===== src/rtl/mac_pipe.sv =====
// Pipelined unsigned multiply-accumulate (A*B + C, or first/last framed dot product)
// with valid/ready on both sides. Optional saturation: define MAC_PIPE_SAT_EN.
module mac_pipe #(
  parameter  int W  = 8,
  parameter  int G  = 4,
  localparam int AW = 2 * W + G
) (
  input  logic            clk,
  input  logic            rst_n,
  input  logic [W-1:0]    in_a,
  input  logic [W-1:0]    in_b,
  input  logic [2*W-1:0]  in_c,
  input  logic            in_first,
  input  logic            in_last,
  input  logic            in_valid,
  output logic            in_ready,
  output logic [AW-1:0]   out_data,
  output logic            out_ovf,
  output logic            out_valid,
  input  logic            out_ready
);

  // Handshake: a beat moves on an edge where in_valid && in_ready; a result
  // leaves on an edge where out_valid && out_ready. One global enable stalls
  // every stage (valids, data, accumulator) while a result is held.
  logic en;

  // Stage 1: registered inputs
  logic [W-1:0]   s1_a_q, s1_a_d;
  logic [W-1:0]   s1_b_q, s1_b_d;
  logic [2*W-1:0] s1_c_q, s1_c_d;
  logic           s1_first_q, s1_first_d;
  logic           s1_last_q, s1_last_d;
  logic           s1_valid_q, s1_valid_d;

  // Stage 2: exact product
  logic [2*W-1:0] s2_p_q, s2_p_d;
  logic [2*W-1:0] s2_c_q, s2_c_d;
  logic           s2_first_q, s2_first_d;
  logic           s2_last_q, s2_last_d;
  logic           s2_valid_q, s2_valid_d;

  // Stage 3: accumulator and the finished result waiting for the output register
  logic [AW-1:0]  acc_q, acc_d;
  logic [AW-1:0]  res_data_q, res_data_d;
  logic           res_valid_q, res_valid_d;

  // Output register
  logic [AW-1:0]  out_data_q, out_data_d;
  logic           out_valid_q, out_valid_d;

  logic [AW-1:0]  base;
  logic [AW-1:0]  p_ext;
  logic [AW-1:0]  sum;

`ifdef MAC_PIPE_SAT_EN
  logic           acc_ovf_q, acc_ovf_d;
  logic           res_ovf_q, res_ovf_d;
  logic           out_ovf_q, out_ovf_d;
  logic [AW:0]    sum_full;
  logic           ovf_now;
`endif

  assign en       = !out_valid_q || out_ready;
  assign in_ready = en;

  always_comb begin
    s1_a_d     = s1_a_q;
    s1_b_d     = s1_b_q;
    s1_c_d     = s1_c_q;
    s1_first_d = s1_first_q;
    s1_last_d  = s1_last_q;
    s1_valid_d = s1_valid_q;
    if (en) begin
      s1_a_d     = in_a;
      s1_b_d     = in_b;
      s1_c_d     = in_c;
      s1_first_d = in_first;
      s1_last_d  = in_last;
      s1_valid_d = in_valid;
    end
  end

  always_comb begin
    s2_p_d     = s2_p_q;
    s2_c_d     = s2_c_q;
    s2_first_d = s2_first_q;
    s2_last_d  = s2_last_q;
    s2_valid_d = s2_valid_q;
    if (en) begin
      s2_p_d     = {{W{1'b0}}, s1_a_q} * {{W{1'b0}}, s1_b_q};
      s2_c_d     = s1_c_q;
      s2_first_d = s1_first_q;
      s2_last_d  = s1_last_q;
      s2_valid_d = s1_valid_q;
    end
  end

  assign base  = s2_first_q ? {{G{1'b0}}, s2_c_q} : acc_q;
  assign p_ext = {{G{1'b0}}, s2_p_q};

`ifdef MAC_PIPE_SAT_EN
  // Clamp on carry-out; the flag stays set until the next first beat.
  assign sum_full = {1'b0, base} + {1'b0, p_ext};
  assign sum      = sum_full[AW] ? {AW{1'b1}} : sum_full[AW-1:0];
  assign ovf_now  = sum_full[AW] || (!s2_first_q && acc_ovf_q);
`else
  assign sum = base + p_ext;
`endif

  always_comb begin
    acc_d       = acc_q;
    res_data_d  = res_data_q;
    res_valid_d = res_valid_q;
`ifdef MAC_PIPE_SAT_EN
    acc_ovf_d   = acc_ovf_q;
    res_ovf_d   = res_ovf_q;
`endif
    if (en) begin
      res_valid_d = 1'b0;
      if (s2_valid_q) begin
        acc_d = sum;
`ifdef MAC_PIPE_SAT_EN
        acc_ovf_d = ovf_now;
`endif
        if (s2_last_q) begin
          res_valid_d = 1'b1;
          res_data_d  = sum;
`ifdef MAC_PIPE_SAT_EN
          res_ovf_d   = ovf_now;
`endif
        end
      end
    end
  end

  always_comb begin
    out_data_d  = out_data_q;
    out_valid_d = out_valid_q;
`ifdef MAC_PIPE_SAT_EN
    out_ovf_d   = out_ovf_q;
`endif
    if (en) begin
      out_valid_d = res_valid_q;
      if (res_valid_q) begin
        out_data_d = res_data_q;
`ifdef MAC_PIPE_SAT_EN
        out_ovf_d  = res_ovf_q;
`endif
      end
    end
  end

  always_ff @(posedge clk) begin
    if (!rst_n) begin
      s1_a_q      <= '0;
      s1_b_q      <= '0;
      s1_c_q      <= '0;
      s1_first_q  <= 1'b0;
      s1_last_q   <= 1'b0;
      s1_valid_q  <= 1'b0;
      s2_p_q      <= '0;
      s2_c_q      <= '0;
      s2_first_q  <= 1'b0;
      s2_last_q   <= 1'b0;
      s2_valid_q  <= 1'b0;
      acc_q       <= '0;
      res_data_q  <= '0;
      res_valid_q <= 1'b0;
      out_data_q  <= '0;
      out_valid_q <= 1'b0;
    end else begin
      s1_a_q      <= s1_a_d;
      s1_b_q      <= s1_b_d;
      s1_c_q      <= s1_c_d;
      s1_first_q  <= s1_first_d;
      s1_last_q   <= s1_last_d;
      s1_valid_q  <= s1_valid_d;
      s2_p_q      <= s2_p_d;
      s2_c_q      <= s2_c_d;
      s2_first_q  <= s2_first_d;
      s2_last_q   <= s2_last_d;
      s2_valid_q  <= s2_valid_d;
      acc_q       <= acc_d;
      res_data_q  <= res_data_d;
      res_valid_q <= res_valid_d;
      out_data_q  <= out_data_d;
      out_valid_q <= out_valid_d;
    end
  end

`ifdef MAC_PIPE_SAT_EN
  always_ff @(posedge clk) begin
    if (!rst_n) begin
      acc_ovf_q <= 1'b0;
      res_ovf_q <= 1'b0;
      out_ovf_q <= 1'b0;
    end else begin
      acc_ovf_q <= acc_ovf_d;
      res_ovf_q <= res_ovf_d;
      out_ovf_q <= out_ovf_d;
    end
  end
  assign out_ovf = out_ovf_q;
`else
  assign out_ovf = 1'b0;
`endif

  assign out_data  = out_data_q;
  assign out_valid = out_valid_q;

endmodule


===== config.mk =====
export PLATFORM = sky130hd
export DESIGN_NAME = mac_pipe
export DESIGN_NICKNAME = d
export VERILOG_FILES = /design/src/rtl/mac_pipe.sv
export SDC_FILE = /design/constraint.sdc
export NUM_CORES = 1
export LEC_CHECK = 0
export BUFFER_PORTS_ARGS = -buffer_cell sky130_fd_sc_hd__buf_4
export CORE_MARGIN = 4
export CORE_UTILIZATION = 55
export DETAILED_ROUTE_END_ITERATION = 16
export PLACE_DENSITY_LB_ADDON = 0.05
export SYNTH_ARGS = -nofsm -noshare
export SYNTH_HDL_FRONTEND = slang
export SYNTH_SLANG_ARGS = --single-unit
export TNS_END_PERCENT = 10

===== constraint.sdc =====
create_clock -name clk -period 8.55 [get_ports clk]
set_input_delay 1.71 -clock clk [delete_from_list [all_inputs] [get_ports clk]]
set_output_delay 1.71 -clock clk [all_outputs]
set_load 0.05 [all_outputs]

==> metrics.txt <==
critical path's slowest cell=fa_1; Max Clock Freq=approximately 0.22 GHz; wire length after detailed routing=around 17000 um; total power per unit cell area=173 nW/um^2; Worst Hold Launch=s1_c_q[10]; clock slew seen by the registers of the worst setup and hold paths=0.06 ns; final net count=1100; die boundary width=126 um; R2R setup slack=4.00 ns; Data arrival, critical path=between 4 and 5 ns; Metal-1 WL=between 7000 and 8000 um; sequential standard cell area=2640 sq um; Synth Warn #=0; latest clock arrival within the worst-skew pair=around 0.42 ns; Sw Ratio=24.0%; Post-Syn Area=7670 sq um; Synth cell types=51; number of storage elements in the synthesis netlist=roughly 130; Async S/R FF share, synth=0%; CTS Hold Buffers Added=0; Synth top area share=34.4%; maximum clock path buffer count=2; area growth from synthesis to final layout=13.9%; cell depth of the worst flop-to-flop path=15; portion of total power attributed to the clock network=46.0%; Via density=5.53; maximum clock skew at final layout=0.00611 ns; Crit Path Max Fanout=9; effective utilization at floorplan=57.0%; crit path capture type=register; number of enable-type register cells in the synthesized netlist=0; average footprint of a synthesized cell=8.15 sq um; worst vdd ir=147 uV; primary flip-flop cell chosen by synthesis mapping=dfxtp_1; count of port buffers added during placement=59; n_diodes=0; Post-Syn Nets=1069; crit path kind=register to register; multi-input combinational cell area=4640 sq um; delay of the slowest critical-path stage=0.55 ns; DRC violation total after the first TritonRoute iteration=418; CTS root buf=clkbuf_16; Post-CTS Setup Repair Bufs=0; gate count of the mapped netlist=between 900 and 1000; number of buffers inserted during clock tree synthesis=17; share of cells above drive strength 1=12.1%; post-route setup TNS=0 ns; Slew headroom=29.1%; largest net degree at the start of global routing=107; final global-route overflow total=0; final hold vios=0; top cell type by total area after synthesis=dfxtp_1; area post-placement=8180 sq um; cell breakdown of the critical path=nand2_1 > fa_1 > fa_1 > inv_1 > fa_1 > inv_1 > fa_1 > inv_1 > ha_1 > o21ai_0 > o21ai_0 > a311oi_1 > o31ai_1 > xnor2_1 > o21ai_0; part of the Yosys area used for sequential elements=34.4%; max layer used=met4; Pre-antenna DRT Iters=5; overall routing resource usage=22.6%; leading cell types in the layout, fill and taps excluded=nand2_1, dfxtp_1, a21oi_1; minimum clock period=4.55 ns; most frequent cell on the critical path=fa_1; number of endpoints failing setup at the final stage=0; placer congestion estimate=0.875; area of the core=13500 sq um; Detail Route Antenna Nets=0; clock sink count=approximately 130; slew at the pin with the worst max-slew slack=1.06 ns; post-detailed-placement half-perimeter wirelength=approximately 12000 um; count of buffer and inverter cells on the critical path=3; post-layout instance area=8740 sq um; Hold Slack=0.449 ns; number of filler cells placed in the layout=1222; R2R Path Start=s1_a_q[0]; area enclosed by the die boundary=between 15000 and 20000 sq um; met2 wirelength from detailed routing=8320 um; Final Cycle Share=53.2%; global-route wire length before repair=29700 um; met3 WL post-DR=666 um; number of pins with negative max-slew slack in the final report=0; cell internal pwr=between 0.001 and 0.0015 W; Reg power frac=43.4%; RSZ-0062 raised after global routing=no; Core Rows=42; total net switching power=0.000363 W; fraction of power consumed by combinational cells=10.7%; maxcap violations=0; antenna violations before repair=0; outcome=finished clean; Req. time, crit path=approximately 8.9 ns; Reg2Reg Capture Point=s2_p_q[14]; vias in the first global route=6307; top cell family by delay on the critical path=adder cells; num ports=61; routed via count=6404; wire per inst=14.9 um; depth of the CTS H-tree=4; leading post-synthesis cells by cell area=dfxtp_1, nand2_1, fa_1; commonest non-fill, non-tap cell in the layout=nand2_1; share of the core filled with cells=65.0%; CTS tree=yes; number of DRC violations after detailed routing=0; floorplan die height=126 um; Critical Path Start Type=register; worst hold path depth=2; worst min-delay path category=register to register; count of cells resized by post-cts repair=0; Leak Pwr=3.91 nW; hold worst-path end=s1_c_q[10]
-- cells in the mapped netlist (all sizes together) (5+ instances only) --
master / count
o21ai: 19
nand2b: 7
dfxtp: 132
mux2: 15
nand4: 5
o21a: 10
a21o: 12
nand2: 227
fa: 37
and2: 52
ha: 52
inv: 53
buf: 7
clkbuf: 45
nor2: 42
a21oi: 118
nor2b: 10
xnor2: 16
a211oi: 5
nand3: 26
xor2: 5
-- power groups by stage --
stage / registers, W / logic, W / clock network, W
floorplan: 0.000661 / 0.000121 / 0
global placement: 0.000669 / 0.000156 / 0
detailed placement: 0.000670 / 0.000160 / 0
CTS: 0.000657 / 0.000163 / 0.000708
global route: 0.000660 / 0.000185 / 0.000740
finish: 0.000657 / 0.000161 / 0.000696
-- layout make-up --
type                            count  share of cell area, %
Multi-Input combinational cell    705                   53.1
Inverter                           53                   2.29
Sequential cell                   132                   30.2
Tap cell                          176                   2.52
Clock buffer                       23                   5.47
Timing Repair Buffer               64                   5.50
Clock inverter                      5                  0.888
-- metrics by stage --
stage          worst slack, ns  instances  power [W]
6_report                  4.00       1158    0.00151
5_1_grt                   3.73       1158    0.00158
4_1_cts                   4.01       1158    0.00153
3_5_place_dp              4.01       1130   0.000830
3_3_place_gp              4.05       1130   0.000825
2_1_floorplan             3.93        942   0.000782
-- registers in the layout, indices dropped and copies added, names as in the netlist --
| register | count |
|---|---|
| s1_first_q | 1 |
| s1_a_q | 8 |
| out_valid | 1 |
| res_data_q | 20 |
| s2_first_q | 1 |
| res_valid_q | 1 |
| s2_c_q | 16 |
| s1_b_q | 8 |
| out_data | 20 |
| acc_q | 20 |
| s2_valid_q | 1 |
| s1_last_q | 1 |
| s2_last_q | 1 |
| s1_c_q | 16 |
| s1_valid_q | 1 |
| s2_p_q | 16 |
-- cells by family after synthesis --
group                    count (synthesis)  synth area share [%]
flip-flops                             132                  34.4
AO/OA/AOI/OAI                          190                  14.7
adder cells (fa/ha/maj)                 89                  18.1
XOR/XNOR                                21                  2.40
other                                    1                0.0489
multiplexers                            18                  2.59
AND/OR/NAND/NOR                        386                  22.4
buffers and inverters                  105                  5.22
-- tightest hold or removal path, stage by stage, from the launching register on --
cell and delay, ns:
dfxtp_1 0.31, nand2_1 0.05, a21oi_1 0.05
-- per-layer routing --
metal,vias to the layer above,GRT usage [%]
li1,3174,-
met1,3087,29.8
met2,116,36.9
met3,27,5.00
met4,0,7.70
met5,-,0
-- how the worst max path moves through the flow --
stage | depth (start not counted) | endpoint | slack, ns | start
2_1_floorplan | 5 | in_ready | 3.93 | out_ready
3_3_place_gp | 5 | in_ready | 4.05 | out_ready
3_5_place_dp | 5 | in_ready | 4.01 | out_ready
4_1_cts | 5 | in_ready | 4.01 | out_ready
5_1_grt | 16 | s2_p_q[13] | 3.73 | s1_a_q[2]
6_report | 15 | s2_p_q[14] | 4.00 | s1_a_q[0]
Note: power is estimated with default switching activity, not from simulation.
